$ cat src/rtl/fifo_reader_tx.sv
// fifo_reader_tx: pops bytes from a first-word fall-through FIFO and sends
// each one as an 8N1 serial frame (start bit, 8 data bits LSB first, stop bit).
// The pop strobe is combinational so the byte is captured on the same edge
// that pops it. All other outputs are registered.

module fifo_reader_tx #(
    parameter int CLKS_PER_BIT = 16
) (
    input  logic       clk,
    input  logic       rst,
    input  logic       enable,
    input  logic       empty,
    input  logic [7:0] din,
    output logic       re,
    output logic       txd,
    output logic       busy,
    output logic       done
);

    localparam int CW = (CLKS_PER_BIT > 1) ? $clog2(CLKS_PER_BIT) : 1;
    localparam logic [CW-1:0] BAUD_LAST = CW'(CLKS_PER_BIT - 1);
    localparam logic [CW-1:0] BAUD_PRE  = CW'(CLKS_PER_BIT - 2);

    typedef enum logic [1:0] {
        IDLE  = 2'd0,
        START = 2'd1,
        DATA  = 2'd2,
        STOP  = 2'd3
    } state_t;

    state_t         state;
    logic [CW-1:0]  baud_cnt;
    logic [2:0]     bit_idx;
    logic [7:0]     shift_reg;
    logic           baud_end;

    // Last cycle of the current bit period
    assign baud_end = (baud_cnt == BAUD_LAST);

    // Pop only from IDLE and never while reset is asserted
    assign re = (state == IDLE) & enable & ~empty & rst;

    // Frame sequencer: state, baud timing, shifting and registered line outputs
    always_ff @(posedge clk or negedge rst) begin
        if (!rst) begin
            state     <= IDLE;
            baud_cnt  <= '0;
            bit_idx   <= 3'd0;
            shift_reg <= 8'd0;
            txd       <= 1'b1;
            busy      <= 1'b0;
            done      <= 1'b0;
        end else begin
            done <= 1'b0;
            case (state)
                IDLE: begin
                    txd      <= 1'b1;
                    busy     <= 1'b0;
                    baud_cnt <= '0;
                    bit_idx  <= 3'd0;
                    if (re) begin
                        shift_reg <= din;
                        state     <= START;
                        txd       <= 1'b0;
                        busy      <= 1'b1;
                    end
                end
                START: begin
                    if (baud_end) begin
                        baud_cnt <= '0;
                        bit_idx  <= 3'd0;
                        state    <= DATA;
                        txd      <= shift_reg[0];
                    end else begin
                        baud_cnt <= baud_cnt + 1'b1;
                    end
                end
                DATA: begin
                    if (baud_end) begin
                        baud_cnt <= '0;
                        if (bit_idx == 3'd7) begin
                            state <= STOP;
                            txd   <= 1'b1;
                        end else begin
                            bit_idx   <= bit_idx + 3'd1;
                            shift_reg <= {1'b0, shift_reg[7:1]};
                            txd       <= shift_reg[1];
                        end
                    end else begin
                        baud_cnt <= baud_cnt + 1'b1;
                    end
                end
                STOP: begin
                    if (baud_cnt == BAUD_PRE) begin
                        done <= 1'b1;
                    end
                    if (baud_end) begin
                        baud_cnt <= '0;
                        state    <= IDLE;
                        busy     <= 1'b0;
                    end else begin
                        baud_cnt <= baud_cnt + 1'b1;
                    end
                end
                default: begin
                    state <= IDLE;
                end
            endcase
        end
    end

endmodule

$ cat config.mk
export PLATFORM = sky130hd
export DESIGN_NAME = fifo_reader_tx
export DESIGN_NICKNAME = d
export VERILOG_FILES = /design/src/rtl/fifo_reader_tx.sv
export SDC_FILE = /design/constraint.sdc
export NUM_CORES = 1
export LEC_CHECK = 0
export ABC_CLOCK_PERIOD_IN_PS = 2300
export BUFFER_PORTS_ARGS = -buffer_cell sky130_fd_sc_hd__buf_4
export CORE_AREA = 2 2 56 79
export CTS_CLUSTER_SIZE = 10
export DETAILED_ROUTE_END_ITERATION = 8
export DIE_AREA = 0 0 58 81
export PLACE_DENSITY = 0.43
export SYNTH_ARGS = -nofsm -noshare
export SYNTH_HDL_FRONTEND = slang
export SYNTH_SLANG_ARGS = --single-unit
export TNS_END_PERCENT = 20
$ cat constraint.sdc
create_clock -name clk -period 2.3 [get_ports clk]
set_input_delay 0.23 -clock clk [delete_from_list [all_inputs] [get_ports clk]]
set_output_delay 0.23 -clock clk [all_outputs]
set_load 0.01 [all_outputs]
# Yosys cells after proc, flatten, opt, wreduce, memory -nomap -nowiden

Cells that the tools add are included.

Register bits: 20
Bits in latches: 0
Bits in writable memories: 0
Bits in read-only memories: 0
Input port bits: 12
Output and inout bits: 4
Memories: 0

$add $sub $neg: 2
Multipliers: 0
Divide/modulo/power cells: 0
$lt $le $gt $ge: 0
Equal/unequal tests: 12
Shift operators: 0
Muxes and demuxes: 26
Bitwise operators: 4
Reduce and logical (&&, ||, !) cells: 10

Operator list:

| cell                | count |
|---|---|
| $mux 8              | 3 |
| $pmux 8 s2          | 1 |
| $ne 2x2->1 const B  | 6 |
| $mux 2              | 5 |
| $mux 3              | 3 |
| $pmux 3 s3          | 1 |
| $eq 4x4->1 const B  | 2 |
| $mux 1              | 8 |
| $pmux 2 s4          | 1 |
| $pmux 4 s2          | 1 |
| $reduce_and 4->1    | 2 |
| $reduce_and 5->1    | 1 |
| $add 4x1->4 const B | 1 |
| $eq 2x2->1 const B  | 2 |
| $mux 4              | 1 |
| $reduce_bool 2->1   | 2 |
| $add 3x1->3 const B | 1 |
| $and 1x1->1         | 3 |
| $eq 3x3->1 const B  | 1 |
| $pmux 1 s3          | 1 |
| $reduce_and 3->1    | 1 |
| $reduce_bool 3->1   | 1 |
| $reduce_or 3->1     | 1 |
| $eq 2x1->1 const B  | 1 |
| other kinds (4)     | 4 |

# Longest topological paths before layout

Gate-level depths: netlist of run 1.

Depth in word-level cells: 6
Gate-level depth with buffers: 8
Depth with buffers taken out: 6

# Worst setup path after synthesis of run 1

OpenSTA, ideal clock, no wires.

Path type: reg-to-reg
From: register bit_idx[0]
To: register shift_reg[0]
Arrival: 1.577 ns
Path slack: 0.595 ns
Cell stages (with the launch flop): 8
Buffers on the path: 1
Path through: dfrtp_1 -> ha_1 -> ha_1 -> and2b_4 -> o2bb2ai_4 -> and2_4 -> buf_12 -> a21oi_4

Word-level cells in the longest chain between the ends: 3

RTL lines:

| item                       | line | source |
|---|---|---|
| from (decl)                | 33   | `logic [2:0] bit_idx;` |
| from (signal assigned)     | 85   | `bit_idx <= bit_idx + 3'd1;` |
| $eq 3x3->1                 | 81   | `if (bit_idx == 3'd7) begin` |
| $ne 2x2->1 (no line)       | n/a  |  |
| $reduce_and 4->1 (no line) | n/a  |  |
| to (signal assigned)       | 62   | `shift_reg <= din;` |
| to (signal assigned)       | 86   | `shift_reg <= {1'b0, shift_reg[7:1]};` |
| to (decl)                  | 34   | `logic [7:0] shift_reg;` |

No other way between the ends.
A chain may end at the register's enable or synchronous reset.

# Worst setup path in the final report of run 1

From: register state[0]
To: output port re

Word-level cells in the longest chain between the ends: 4

RTL lines:

| item                     | line | source |
|---|---|---|
| from (decl)              | 31   | `state_t state;` |
| from (signal assigned)   | 46   | `state <= IDLE;` |
| from (signal assigned)   | 63   | `state <= START;` |
| from (signal assigned)   | 72   | `state <= DATA;` |
| $logic_not 2->1          | 41   | `assign re = (state == IDLE) & enable & ~empty & rst;` |
| $and 1x1->1 (3 in a row) | 41   |  |
| to (decl)                | 14   | `output logic re,` |

No other way between the ends.

==> impl_metrics.yaml, run 1 <==
floorplanning:
  die_h_um: 81
  die_w_um: 58
  rows: 28
  dieArea_um2: 4700
  core_um2: 4060
  start_util_pct: 28.7
  ios: 16
clocking:
  clock_sinks: 20
  post_cts_resized: 0
  root_buffer: "clkbuf_8"
  cts_buffers: 3
  clkLatencyLatePin_ns: 0.26
  clk_pin_slew_ns: 0.07
  htreeDepth: 1
  tritoncts: "yes"
  clockBufferDepth: 2
worst_hold_path:
  whs_endpoint: "shift_reg[7]"
  hold_start: "din[7]"
  hold_path_class: "in2reg"
  hold_depth: 3
layout:
  largest_reg_flops: 8
  antenna-diode-count: 0
  num-nets-final: 143
  syn_to_final_growth_pct: 15.9
  drive_above_1_share_pct: 28.7
  seq_area_um2: 502
  num-fill-cells: 425
  multi_input_area_um2: 588
grt:
  grt_pass1_wl_um: 4130
  antenna_found_initial: 0
  grt_use_total_pct: 11.7
  grt_pass1_vias: 859
  overflow: 0
  grt_start_max_net_pins: 21
worst_setup_path:
  critical_path_class: "reg2out"
  timing.rr.end: "state[1]"
  cpPeakStageDelay_ns: 0.42
  critical_path_arrival_ns: 1.72
  required_ns: 2.07
  crit_top_cell: "inv_1"
  r2r-start: "state[0]"
  path_cells: "inv_1, ha_1, inv_1, nor2_1, buf_4"
  slowest_stage: "dfrtp_1"
  reg2reg_depth: 6
  critPathLaunch: "state[0]"
  cp-end-kind: "output port"
  regToRegSetupSlack_ns: 0.42
  critical_path.startpoint_type: "flip-flop"
  crit_fanout: 8
placed_design:
  numPortBuffers: 15
  dp_hpwl_um: 1800
  gp_congestion: 0.808
synthesis:
  yosysSeqAreaShare_pct: 43.0
  ys_async_sr_fraction_pct: 100
  syn_nets: 125
  syn_area_um2: 1170
  ys_top_cells_by_area: "dfrtp_1, ha_1, mux2i_1"
  ys_types: 34
  synth_most_common_cell: "dfrtp_1"
  synthCells: 105
  syn_avg_cell_area_um2: 11.1
  synth_commonest_cells: "dfrtp_1, a21oi_1, ha_1"
  synth_top_cell_area_share_pct: 40.8
  synthFlopType: "dfrtp_1"
  yosys_warnings: 0
  synth-seq-cells: 20
  yosys.area.top_type: "dfrtp_1"
  synth_edf_count: 0
detailed_routing:
  wl_per_cell_um: 14.6
  viasPerCell: 4.92
  routed_wl_um: 2440
  drtIter0Drc: 17
  drt-pass1-iter-count: 4
  ant_nets: 0
  route.detailed.drc: 0
  vias: 822
run_status:
  outcome: "complete, no violations"
power:
  irDropWorstVdd_uv: 466
  p_per_area_nw_per_um2: 1260
  power.leakage_nw: 0.608
  p_total_w: 0.00170
timing:
  fin_crit_sh_pct: 84.8
  slew_headroom_pct: 72.3
  maxSlewViolCount: 0
  setup_viol: 0
  tightestPinTransition_ns: 0.416
  fin_worst_skew_ns: 0.00363
  hold_violations: 0
  tns_ns: 0
  min_period_ns: 1.95
  fmax_mhz: 513
  grt_setup_unrepaired: "false"
run:
  maxCapViolCount: 0
==> cells by family (layout without fill, tap and decap cells) <==
group	Yosys count	count (layout)	share of synthesized area, %
buffers and inverters	11	28	6.54
multiplexers	9	9	8.15
AND/OR/NAND/NOR	25	25	12.3
flip-flops	20	20	43.0
AO/OA/AOI/OAI	31	31	20.6
adder cells (fa/ha/maj)	8	8	8.58
XOR/XNOR	1	1	0.751
==> where the power goes <==
part	internal, W	switching (W)
Combinational	0.000376	0.000476
Sequential	0.000497	0.000105
Clock	0.000123	0.000119
Total	0.000997	0.000699
==> per-stage QoR <==
stage | area [um^2] | setup slack, ns | instances | utilization, % | hold WS [ns]
CTS | 1350 | 0.311 | 167 | 33.3 | 0.223
global route | 1350 | 0.138 | 167 | 33.3 | 0.226
detailed placement | 1300 | 0.387 | 162 | 31.9 | 0.247
global placement | 1300 | 0.408 | 162 | 31.9 | 0.247
finish | 1350 | 0.350 | 167 | 33.3 | 0.224
floorplan | 1170 | 0.595 | 105 | - | -0.0656
==> per-layer routing <==
layer,track usage (%),part of all wire (%)
met5,0,0
met3,2.55,4.1
met4,7.21,4.0
met1,13.7,44
met2,19.2,48
==> cell type report <==
type / count / area share, %
Multi-Input combinational cell: 74 / 43.5
Tap cell: 45 / 4.17
Timing Repair Buffer: 18 / 10.2
Clock buffer: 4 / 3.33
Inverter: 6 / 1.67
Sequential cell: 20 / 37.1
==> critical path, delay by kind of cell, from the launching register on <==
family | cells | cell delay [ns]
adders and majority gates | 1 | 0.35
and+or+nand+nor | 1 | 0.24
DFF | 1 | 0.42
buffers and inverters | 3 | 0.45
==> placed cells by master, fill, tap and decap left out, drive strengths merged, types with 2 or more instances in the layout <==
cell type,instances
inv,6
buf,17
a22o,3
dfrtp,19
mux2i,8
a21o,2
nand2,6
a21oi,17
nand3,2
nor3,4
o21ai,6
clkbuf,4
ha,8
nor2,5
nand3b,2
==> worst max-delay path by stage <==
stage / endpoint / cells past startpoint
final: re / 5
after global routing: re / 5
after CTS: re / 5
after detailed placement: state[1] / 6
after global placement: state[1] / 6
after floorplan: shift_reg[0] / 7
==> what timing repair did <==
action                                  4_1_cts  5_1_grt
endpoints found under the hold margin        19        0
setup buffers                                 0        0
endpoints found under the setup margin        0        0
hold buffers                                  1        0
Note: power is estimated with default switching activity, not from simulation.
==> run 2, diff against run 1 <==
==> config.mk (replaced) <==
export PLATFORM = sky130hd
export DESIGN_NAME = fifo_reader_tx
export DESIGN_NICKNAME = d
export VERILOG_FILES = /design/src/rtl/fifo_reader_tx.sv
export SDC_FILE = /design/constraint.sdc
export NUM_CORES = 1
export LEC_CHECK = 0
export ABC_AREA = 1
export ABC_CLOCK_PERIOD_IN_PS = 1730
export BUFFER_PORTS_ARGS = -buffer_cell sky130_fd_sc_hd__buf_4
export CORE_AREA = 2 2 55 78
export CTS_CLUSTER_SIZE = 10
export DETAILED_ROUTE_END_ITERATION = 8
export DIE_AREA = 0 0 57 80
export PLACE_DENSITY = 0.44
export SYNTH_ARGS = -nofsm -noshare
export SYNTH_HDL_FRONTEND = slang
export SYNTH_SLANG_ARGS = --single-unit
export TNS_END_PERCENT = 20
==> constraint.sdc (replaced) <==
create_clock -name clk -period 1.73 [get_ports clk]
set_input_delay 0.173 -clock clk [delete_from_list [all_inputs] [get_ports clk]]
set_output_delay 0.173 -clock clk [all_outputs]
set_load 0.01 [all_outputs]
==> run 2 against run 1 <==
Area after synthesis is 4.5% lower. Clock-buffer cell count unchanged. Setup slack got worse by 0.22 ns. Global-route usage is 0.47 points higher. Synthesized cell count grew 36%. Sequential share of layout area shrank 0.41 points. Hold slack got worse by 0.017 ns. Register-to-register slack worse by 0.21 ns. Utilization up 2.2 points.
==> impl_metrics.yaml, run 2 <==
clocking:
  cts_setup_buffers: 0
  root_buffer: "clkbuf_8"
  cts_buffers: 3
  htreeDepth: 1
  clk_pin_slew_ns: 0.08
  clkLatencyLatePin_ns: 0.26
  tritoncts: "yes"
  clockBufferDepth: 2
  clock_sinks: 20
worst_setup_path:
  critical_path_arrival_ns: 1.43
  reg2reg_depth: 9
  regToRegSetupSlack_ns: 0.21
  required_ns: 1.56
  cp-end-kind: "output port"
  critical_path_class: "reg2out"
  path_cells: "inv_1, ha_1, buf_4, nand4_1, inv_1, buf_4"
  timing.rr.end: "shift_reg[6]"
  r2r-start: "state[0]"
  cpPeakStageDelay_ns: 0.41
  crit_fanout: 4
  worst_path_dominant_cell_family: "buffers and inverters"
  cp.depth: 6
  crit_buf_inv: 4
  slowest_stage: "dfrtp_1"
  critical_path.startpoint_type: "flip-flop"
detailed_routing:
  routed_wl_um: 2440
  drtIter0Drc: 16
  vias: 955
  wl_per_cell_um: 11.7
  drt-pass1-iter-count: 4
  viasPerCell: 4.59
  ant_nets: 0
  route.detailed.drc: 0
layout:
  syn_to_final_growth_pct: 22.7
  antenna-diode-count: 0
  num-nets-final: 186
  drive_above_1_share_pct: 21.8
  final_common_cell: "nand2_1"
  largest_reg_flops: 8
  final_cell_mix: "nand2_1, dfrtp_1, buf_4, inv_1, ha_1"
floorplanning:
  core_um2: 3850
  ios: 16
  die_w_um: 57
  rows: 27
  dieArea_um2: 4560
  die_h_um: 80
  start_util_pct: 28.9
timing:
  fin_worst_skew_ns: 0.00182
  hold_violations: 0
  tns_ns: 0
  tightestPinTransition_ns: 0.284
  layout_setup_ws_ns: 0.130
  fin_crit_sh_pct: 92.5
  setup_viol: 0
  slew_headroom_pct: 80.8
  grt_setup_unrepaired: "false"
  fmax_mhz: 625
  maxSlewViolCount: 0
  min_period_ns: 1.60
synthesis:
  synth_most_common_cell: "nand2_1"
  synth_edf_count: 0
  syn_avg_cell_area_um2: 7.79
  synth_top_cell_area_share_pct: 42.7
  synth-seq-cells: 20
  synth_commonest_cells: "nand2_1, dfrtp_1, inv_1"
  synthFlopType: "dfrtp_1"
  ys_types: 20
  ys_async_sr_fraction_pct: 100
  syn_area_um2: 1110
  syn_nets: 163
  yosys.area.top_type: "dfrtp_1"
  synthCells: 143
  yosysSeqAreaShare_pct: 45.1
  yosys_warnings: 0
  ys_top_cells_by_area: "dfrtp_1, nand2_1, ha_1"
power:
  irDropWorstVdd_uv: 632
  p_total_w: 0.00238
  p_per_area_nw_per_um2: 1740
  power.leakage_nw: 0.744
worst_hold_path:
  hold_path_class: "in2reg"
  hold_depth: 5
  hold_start: "din[2]"
  whs_endpoint: "shift_reg[2]"
run:
  maxCapViolCount: 0
placed_design:
  numPortBuffers: 15
  dp_hpwl_um: 1860
  gp_congestion: 0.857
  dpl_worst_slack_ns: 0.0919
grt:
  grt_pass1_vias: 1027
  overflow: 0
  grt_use_total_pct: 12.2
  grt_start_max_net_pins: 22
  grt_pass1_wl_um: 4310
  antenna_found_initial: 0
run_status:
  outcome: "complete, no violations"
[run 2: cell count changes in the layout (fill, tap and decap cells not counted), sizes merged, moves of 3 or more]
cell   previous run  this run
nand2             6        71
a21oi            17         3
mux2i             8         0
inv               6        13
nor3              4         0
o21ai             6        10
a22o              3         0
nand3             2         5
[run 2: per-stage QoR]
stage / utilization, % / instance area, um^2 / hold slack (ns) / instances
finish: 35.5 / 1370 / 0.208 / 208
global placement: 33.6 / 1290 / 0.189 / 203
global route: 35.5 / 1370 / 0.216 / 208
floorplan: - / 1110 / -0.123 / 143
CTS: 35.3 / 1360 / 0.204 / 208
detailed placement: 33.6 / 1290 / 0.186 / 203
[run 2: final cells by class]
type	instances	area (um^2)
sequential	20	502
inverter	13	48.8
fill	426	2480
multi-input combinational	109	558
clock buffer	4	55.1
timing repair buffer	19	149
tap	43	53.8
[run 2: cell families (layout without fill, tap and decap cells)]
kind of cell | after synthesis | count (layout) | synth area share [%]
XOR/XNOR | 1 | 1 | 0.787
AO/OA/AOI/OAI | 14 | 14 | 7.86
AND/OR/NAND/NOR | 86 | 86 | 32.2
flip-flops | 20 | 20 | 45.1
buffers and inverters | 14 | 36 | 5.06
adder cells (fa/ha/maj) | 8 | 8 | 8.99
[run 2: worst min-delay path, cell delays in order]
cell and delay, ns:
buf_4 0.07, nand2_1 0.04, nand2_1 0.05, nand2_1 0.05, nand2_1 0.05
[run 2: worst max-delay path by stage]
stage / from / to / slack [ns]
after detailed placement: state[0] / shift_reg[5] / 0.09
after floorplan: state[0] / shift_reg[0] / 0.38
after CTS: rst / re / 0.07
final: state[0] / re / 0.13
after global routing: state[1] / re / 0.02
after global placement: state[0] / shift_reg[4] / 0.14
[run 2: layer usage]
layer  part of all wire (%)  track usage (%)  up-vias  wire (um)
li1                       -                -      490          -
met1                     44             13.0      440       1080
met2                     50             22.5       21       1230
met3                    3.3             1.94        4         80
met4                    1.7             6.05        0         42
met5                      0                0        -          0
[run 2: report_power, final]
group	internal, W	switching [W]
clock	0.000203	0.000161
combinational	0.000460	0.000759
sequential	0.000669	0.000129
total	0.00133	0.00105
[run 2: timing repair]
action	CTS	global route
hold endpoints to repair	19	0
endpoints found under the setup margin	0	13
hold buffers	1	0
gates resized for setup	0	2
